## config.mk

```make
export PLATFORM = sky130hd
export DESIGN_NAME = d_sync_debounce_flat
export DESIGN_NICKNAME = d
export VERILOG_FILES = /design/src/rtl/d_sync_debounce_if.sv /design/src/rtl/d_sync_debounce.sv /design/src/flat_wrapper.sv
export SDC_FILE = /design/constraint.sdc
export NUM_CORES = 1
export LEC_CHECK = 0
export CAP_MARGIN = 10
export CORE_AREA = 4 4 41 43
export CTS_BUF_LIST = sky130_fd_sc_hd__clkbuf_4 sky130_fd_sc_hd__clkbuf_8
export DETAILED_ROUTE_END_ITERATION = 10
export DIE_AREA = 0 0 45 47
export DONT_BUFFER_PORTS = 1
export GPL_TIMING_DRIVEN = 0
export PLACE_DENSITY = 0.54
export SLEW_MARGIN = 20
export SYNTH_ARGS = -nofsm -noshare
export SYNTH_HDL_FRONTEND = slang
export SYNTH_SLANG_ARGS = --single-unit
```

## constraint.sdc

```tcl
create_clock -name clk -period 2.2 [get_ports clk]
set_clock_uncertainty 0.1 [all_clocks]
set_input_delay 0.33 -clock clk [delete_from_list [all_inputs] [get_ports clk]]
set_output_delay 0.33 -clock clk [all_outputs]
set_load 0.02 [all_outputs]
```

## src/rtl/d_sync_debounce_if.sv

```systemverilog
`default_nettype none
// ============================================================================
// Module      : d_sync_debounce_if
// Description : Level/pulse bundle between the latch-side driver and the
//               synchronising debouncer.
// Revision    : 1.0  initial release
// ============================================================================
interface d_sync_debounce_if;
    logic d;
    logic en;
    logic q_stable;
    logic rise;
    logic fall;
    logic busy;

    modport master (
        output d,
        output en,
        input  q_stable,
        input  rise,
        input  fall,
        input  busy
    );

    modport slave (
        input  d,
        input  en,
        output q_stable,
        output rise,
        output fall,
        output busy
    );
endinterface
`default_nettype wire

```

## src/rtl/d_sync_debounce.sv

```systemverilog
`default_nettype none
// ============================================================================
// Module      : d_sync_debounce
// Description : Synchronises an asynchronous latched level into clk and
//               debounces it into a clean level plus rise/fall pulses.
// Revision    : 1.0  initial release
// ============================================================================
module d_sync_debounce #(
    parameter int SYNC_STAGES  = 2,
    parameter int DEBOUNCE_CNT = 4
) (
    input  wire logic          clk,
    input  wire logic          rst_n,
    d_sync_debounce_if.slave   bus
);

    localparam int                 CNT_W  = $clog2(DEBOUNCE_CNT + 1);
    localparam logic [CNT_W-1:0]   C_ZERO = '0;
    localparam logic [CNT_W-1:0]   C_ONE  = CNT_W'(1);
    localparam logic [CNT_W-1:0]   C_LAST = CNT_W'(DEBOUNCE_CNT - 1);

    typedef enum logic [1:0] {
        STABLE_LO = 2'd0,
        CHECK_HI  = 2'd1,
        STABLE_HI = 2'd2,
        CHECK_LO  = 2'd3
    } state_t;

    logic [SYNC_STAGES-1:0] sync_q, sync_d;
    logic                   d_sync;
    state_t                 state_q, state_d;
    logic [CNT_W-1:0]       cnt_q, cnt_d;
    logic                   q_stable_q, q_stable_d;
    logic                   rise_q, rise_d;
    logic                   fall_q, fall_d;
    logic                   busy_q, busy_d;

    assign sync_d[0] = bus.d;

    generate
        for (genvar i = 1; i < SYNC_STAGES; i++) begin : g_sync
            assign sync_d[i] = sync_q[i-1];
        end
    endgenerate

    assign d_sync = sync_q[SYNC_STAGES-1];

    always_ff @(posedge clk or negedge rst_n) begin
        if (!rst_n) begin
            sync_q     <= '0;
            state_q    <= STABLE_LO;
            cnt_q      <= C_ZERO;
            q_stable_q <= 1'b0;
            rise_q     <= 1'b0;
            fall_q     <= 1'b0;
            busy_q     <= 1'b0;
        end else begin
            sync_q     <= sync_d;
            state_q    <= state_d;
            cnt_q      <= cnt_d;
            q_stable_q <= q_stable_d;
            rise_q     <= rise_d;
            fall_q     <= fall_d;
            busy_q     <= busy_d;
        end
    end

    // cnt counts enabled cycles the opposite level has been seen, including the first
    always_comb begin
        state_d    = state_q;
        cnt_d      = cnt_q;
        q_stable_d = q_stable_q;
        rise_d     = 1'b0;
        fall_d     = 1'b0;

        if (bus.en) begin
            case (state_q)
                STABLE_LO: begin
                    if (d_sync) begin
                        if (DEBOUNCE_CNT == 1) begin
                            state_d    = STABLE_HI;
                            q_stable_d = 1'b1;
                            rise_d     = 1'b1;
                            cnt_d      = C_ZERO;
                        end else begin
                            state_d = CHECK_HI;
                            cnt_d   = C_ONE;
                        end
                    end
                end
                CHECK_HI: begin
                    if (!d_sync) begin
                        state_d = STABLE_LO;
                        cnt_d   = C_ZERO;
                    end else if (cnt_q == C_LAST) begin
                        state_d    = STABLE_HI;
                        q_stable_d = 1'b1;
                        rise_d     = 1'b1;
                        cnt_d      = C_ZERO;
                    end else begin
                        cnt_d = cnt_q + C_ONE;
                    end
                end
                STABLE_HI: begin
                    if (!d_sync) begin
                        if (DEBOUNCE_CNT == 1) begin
                            state_d    = STABLE_LO;
                            q_stable_d = 1'b0;
                            fall_d     = 1'b1;
                            cnt_d      = C_ZERO;
                        end else begin
                            state_d = CHECK_LO;
                            cnt_d   = C_ONE;
                        end
                    end
                end
                CHECK_LO: begin
                    if (d_sync) begin
                        state_d = STABLE_HI;
                        cnt_d   = C_ZERO;
                    end else if (cnt_q == C_LAST) begin
                        state_d    = STABLE_LO;
                        q_stable_d = 1'b0;
                        fall_d     = 1'b1;
                        cnt_d      = C_ZERO;
                    end else begin
                        cnt_d = cnt_q + C_ONE;
                    end
                end
                default: begin
                    state_d    = STABLE_LO;
                    cnt_d      = C_ZERO;
                    q_stable_d = 1'b0;
                end
            endcase
        end

        busy_d = (state_d == CHECK_HI) || (state_d == CHECK_LO);
    end

    assign bus.q_stable = q_stable_q;
    assign bus.rise     = rise_q;
    assign bus.fall     = fall_q;
    assign bus.busy     = busy_q;

endmodule
`default_nettype wire

```

## src/flat_wrapper.sv

```systemverilog
// flat-port wrapper written by rule: the top's interface ports become plain ports
module d_sync_debounce_flat 
#(
    parameter int SYNC_STAGES  = 2,
    parameter int DEBOUNCE_CNT = 4
)
  (clk, rst_n, bus_d, bus_en, bus_q_stable, bus_rise, bus_fall, bus_busy);
  d_sync_debounce_if bus_i ();
  input  wire logic clk;
  input  wire logic rst_n;
  input wire logic [$bits(bus_i.d)-1:0] bus_d;
  input wire logic [$bits(bus_i.en)-1:0] bus_en;
  output wire logic [$bits(bus_i.q_stable)-1:0] bus_q_stable;
  output wire logic [$bits(bus_i.rise)-1:0] bus_rise;
  output wire logic [$bits(bus_i.fall)-1:0] bus_fall;
  output wire logic [$bits(bus_i.busy)-1:0] bus_busy;
  assign bus_i.d = bus_d;
  assign bus_i.en = bus_en;
  assign bus_q_stable = bus_i.q_stable;
  assign bus_rise = bus_i.rise;
  assign bus_fall = bus_i.fall;
  assign bus_busy = bus_i.busy;
  d_sync_debounce #(.SYNC_STAGES(SYNC_STAGES), .DEBOUNCE_CNT(DEBOUNCE_CNT)) u_core (.clk(clk), .rst_n(rst_n), .bus(bus_i));
endmodule
```

Word level (Yosys, flattened, before mapping)
Index checks and enable logic that the tools add are counted.
- word-level logic and storage cells: 51
- input port bits: 4
- bits in writable memories: 0
- bits in latches: 0
- memories: 0
- ROM bits: 0
- flip-flop bits (word level): 11
- equal/unequal tests: 12
- multiplexer cells: 26
- shifts and indexed selects: 0
- add/sub/neg operators: 1
- order comparisons: 0
- bitwise gates (word level): 0
- $mul: 0
- div/mod/pow operators: 0
- reduce and logical (&&, ||, !) cells: 5
- operators by type and width (kind ; number):
    two-way mux 3 bit ; 5
    two-way mux 2 bit ; 7
    case mux 3 bit (4 select lines) ; 1
    two-way mux 1 bit ; 11
    inequality test 2 x 1 -> 1 bit (second input constant) ; 4
    case mux 2 bit (4 select lines) ; 1
    equality test 2 bit (second input constant) ; 3
    AND reduction 6 bit ; 1
    equality test 2 x 1 -> 1 bit (second input constant) ; 2
    inequality test 2 bit (second input constant) ; 2
    adder 3 x 1 -> 3 bit (second input constant) ; 1
    equality test 3 x 2 -> 1 bit (second input constant) ; 1
    AND reduction 3 bit ; 1
    zero test 2 bit ; 1
    case mux 1 bit (2 select lines) ; 1
    nonzero test 2 bit ; 1
    logical OR 1 bit ; 1

Depth between registers and ports, before layout
- depth after elaboration: 7
- gate-level depth with buffers: 4
- depth with buffers taken out: 4

Least setup slack after synthesis
No wires, ideal clock.
- kind: register to register
- start point: reg u_core.cnt_q[0]
- end point: reg u_core.cnt_q[0]
- data arrival time: 1167 ps
- buffers on the path: 0
- path slack: 852 ps
- cell stages (with the launch flop): 5
- data required time: 2018 ps
- cells stage by stage: dfrtp_1 > ha_1 > nor2b_1 > or2_2 > a31oi_1
- cells in the longest elaborated chain, start to end: 4
- ends and longest elaborated chain (what ; RTL line ; RTL):
    start: declaration ; d_sync_debounce.sv:32 ; logic [CNT_W-1:0] cnt_q, cnt_d;
    start signal: assignment ; d_sync_debounce.sv:60 ; cnt_q <= cnt_d;
    adder 3 x 1 -> 3 bit / equality test 3 x 2 -> 1 bit (equally long branches) ; -- ;
    two-way mux 3 bit * ; d_sync_debounce.sv:95, d_sync_debounce.sv:121 ;
    two-way mux 3 bit (on tied branches) ; d_sync_debounce.sv:118, d_sync_debounce.sv:92 ;
    case mux 3 bit (4 select lines) * ; d_sync_debounce.sv:77 ; case (state_q)
Mark *: on every way between the ends. The rest lies on a longest branch, timed or not.
A chain may end at the register's enable or synchronous reset.

Worst setup path in the final report
Same ends and word-level chain as after synthesis.

==> flow_summary.yaml <==
critical_path:
  critPathTopFamily: "simple AND/OR/NAND/NOR gates"
  critical_path_buf_inv_count: 0
  r2r_start: "u_core.cnt_q[0]"
  path_cells: "ha_1 > nor2b_1 > or2_2 > a31oi_1"
  critPathLaunchType: "flop"
  max_stage_delay_ns: 0.40
  crit_type: "reg -> reg"
  path_max_fanout: 3
  end_kind: "flop"
  cp.arrival_ns: 1.54
  critPathSlowestCell: "dfrtp_1"
  cp.required_ns: 2.29
  startpoint: "u_core.cnt_q[0]"
timing:
  relSlewSlack_pct: 67.7
  drv_slew: 0
  setup_tns_ns: 0
  period_share_pct: 66.3
  fmax_mhz: 686
  period_minus_slack_ns: 1.46
  finalSetupViolCount: 0
  tightest_slew_ns: 0.483
  rsz0062_at_grt: "false"
  hold_viol_final: 0
logic_synthesis:
  synth_top_area_share_pct: 59.0
  syn-cell-area_um2: 467
  yosysSeqAreaShare_pct: 59.0
  synth_cells: 35
  synth_area_leaders: "dfrtp_1 (59%), mux2_2 (7.2%), nand4b_4 (5.1%)"
  ys_seq_elements: 11
  synth_top_area_cell: "dfrtp_1"
  synth_cell_type_count: 20
  syn_nets: 40
  ys_warn_count: 0
  syn_avg_cell_area_um2: 13.3
global_routing:
  grt_max_degree: 12
  grt_pass1_wl_mm: 1.17
  overflow: 0
  antenna_found_initial: 0
  track_usage_pct: 8.40
  grt_pass1_vias: 270
die:
  start_util_pct: 35.9
  die_w_um: 45
  rows: 13
  die_h_um: 47
  die_area_um2: 2120
  fp.coreArea_um2: 1300
  num_io_pins: 8
final_layout:
  multi_input_area_um2: 188
  nNetsFinal: 47
  diodes: 0
  seqCellArea_um2: 275
  post-route-util_pct: 41.2
  fillers: 132
  drive_gt1_share_pct: 24.4
  area_growth_pct: 14.7
clocking:
  cts_inserted_buffers: 3
  path_clk_slew_ns: 0.07
  cts_tree: "built"
  hold_buffers: 2
  h-tree-depth: 1
  cts_root_buffer: "clkbuf_4"
  worstSkewPairLatency_ns: 0.26
  clock-sinks: 11
  cts_buffer_depth: 2
  cts_resized: 0
  cts_setup_buffers: 0
routing:
  drtIter0Drc: 3
  drt-wirelength-per-cell_um: 12.9
  drtPass1Iterations: 2
  drt_wl_total_um: 724
  ant_nets: 0
  via_per_inst: 5.21
  drc: 0
  num_vias: 292
place:
  routabilityCongestion: 0.686
  hpwl_um: 554
  io_buffers: 0
outcome:
  outcome: "finished clean"
hold_path:
  min_from: "bus_en"
  hold_path_class: "in -> reg"
run:
  maxCapViolCount: 0
power_and_ir_drop:
  vdd_drop_max_mv: 0.583
  p_leak_nw: 0.258
  p_per_area_nw_per_um2: 1150
-- flip-flops by register name (all words and copies together) (netlist names) --
register,count
u_core.cnt_q,3
u_core.state_q,2
u_core.sync_q,2
u_core.bus.busy,1
u_core.bus.fall,1
u_core.bus.q_stable,1
u_core.bus.rise,1
-- where the power goes --
group,switching [mW],total [mW],internal [mW]
Combinational,0.0712,0.154,0.0827
Sequential,0.0664,0.316,0.250
Clock,0.0621,0.144,0.0823
Total,0.200,0.615,0.415
-- per-layer routing --
| layer | vias up | GRT usage [%] | share of wire (%) |
|---|---|---|---|
| met5 | - | 0 | 0 |
| met4 | 0 | 1.75 | 0 |
| met3 | 0 | 6.90 | 7.5 |
| met2 | 8 | 13.6 | 51 |
| met1 | 143 | 8.49 | 41 |
| li1 | 141 | - | - |
-- cell usage after synthesis, drive strengths merged --
master,number
dfrtp,11
mux2,3
a21oi,2
nor3,2
nor3b,2
o21ai,2
a21o,1
a31oi,1
ha,1
inv,1
nand2,1
nand3,1
nand3b,1
nand4b,1
nor2b,1
o21a,1
or2,1
xnor2,1
xor2,1
-- stage by stage --
step,hold WS (ns),cells,setup WS (ns),cell area [µm²],total power [mW]
after CTS,0.0610,56,0.735,536,0.626
after detailed placement,-0.0653,50,0.750,485,0.470
after floorplan,-0.0656,35,0.852,467,0.437
after global placement,-0.0653,50,0.816,485,0.457
after global routing,0.0676,56,0.644,536,0.663
final,0.0687,56,0.742,536,0.615
-- final timing paths --
path                                    endpoint  cells after the start  slack (ns)
worst max-delay path             u_core.cnt_q[0]                      4        0.74
worst min-delay path             u_core.cnt_q[0]                      1        0.07
worst max register to register   u_core.cnt_q[0]                      4        0.74
worst min register to register  u_core.sync_q[1]                      0        0.25
max in group asynchronous        u_core.cnt_q[2]                      1        1.31
min in group asynchronous        u_core.bus.rise                      1        0.36
-- final cells by class --
type	count	area share (%)
inverters	1	0.701
well taps	15	3.50
multi-input cells	23	35.0
repair buffers	2	3.74
flip-flops and latches	11	51.4
clock buffers	4	5.61
-- cell usage in the layout, fill, tap and decap left out --
master,count
o21ai_0,2
nand2_1,1
nand3b_1,1
nand4b_4,1
mux2_2,3
inv_1,1
xor2_1,1
dlygate4sd3_1,2
ha_1,1
nor2b_1,1
nor3_1,2
a31oi_1,1
dfrtp_1,11
nand3_1,1
clkbuf_4,4
o21a_1,1
a21oi_1,2
nor3b_2,1
a21o_1,1
nor3b_1,1
xnor2_1,1
or2_2,1
-- kinds of logic after synthesis --
family / count (synthesis) / synth area share (%)
AOI/OAI and AO/OA: 7 / 8.85
xor gates and xnor gates: 2 / 3.75
adders and majority gates: 1 / 2.68
buffers and inverters: 1 / 0.804
DFF: 11 / 59.0
muxes: 3 / 7.24
and+or+nand+nor: 10 / 17.7
(Power assumes the default switching activity.)
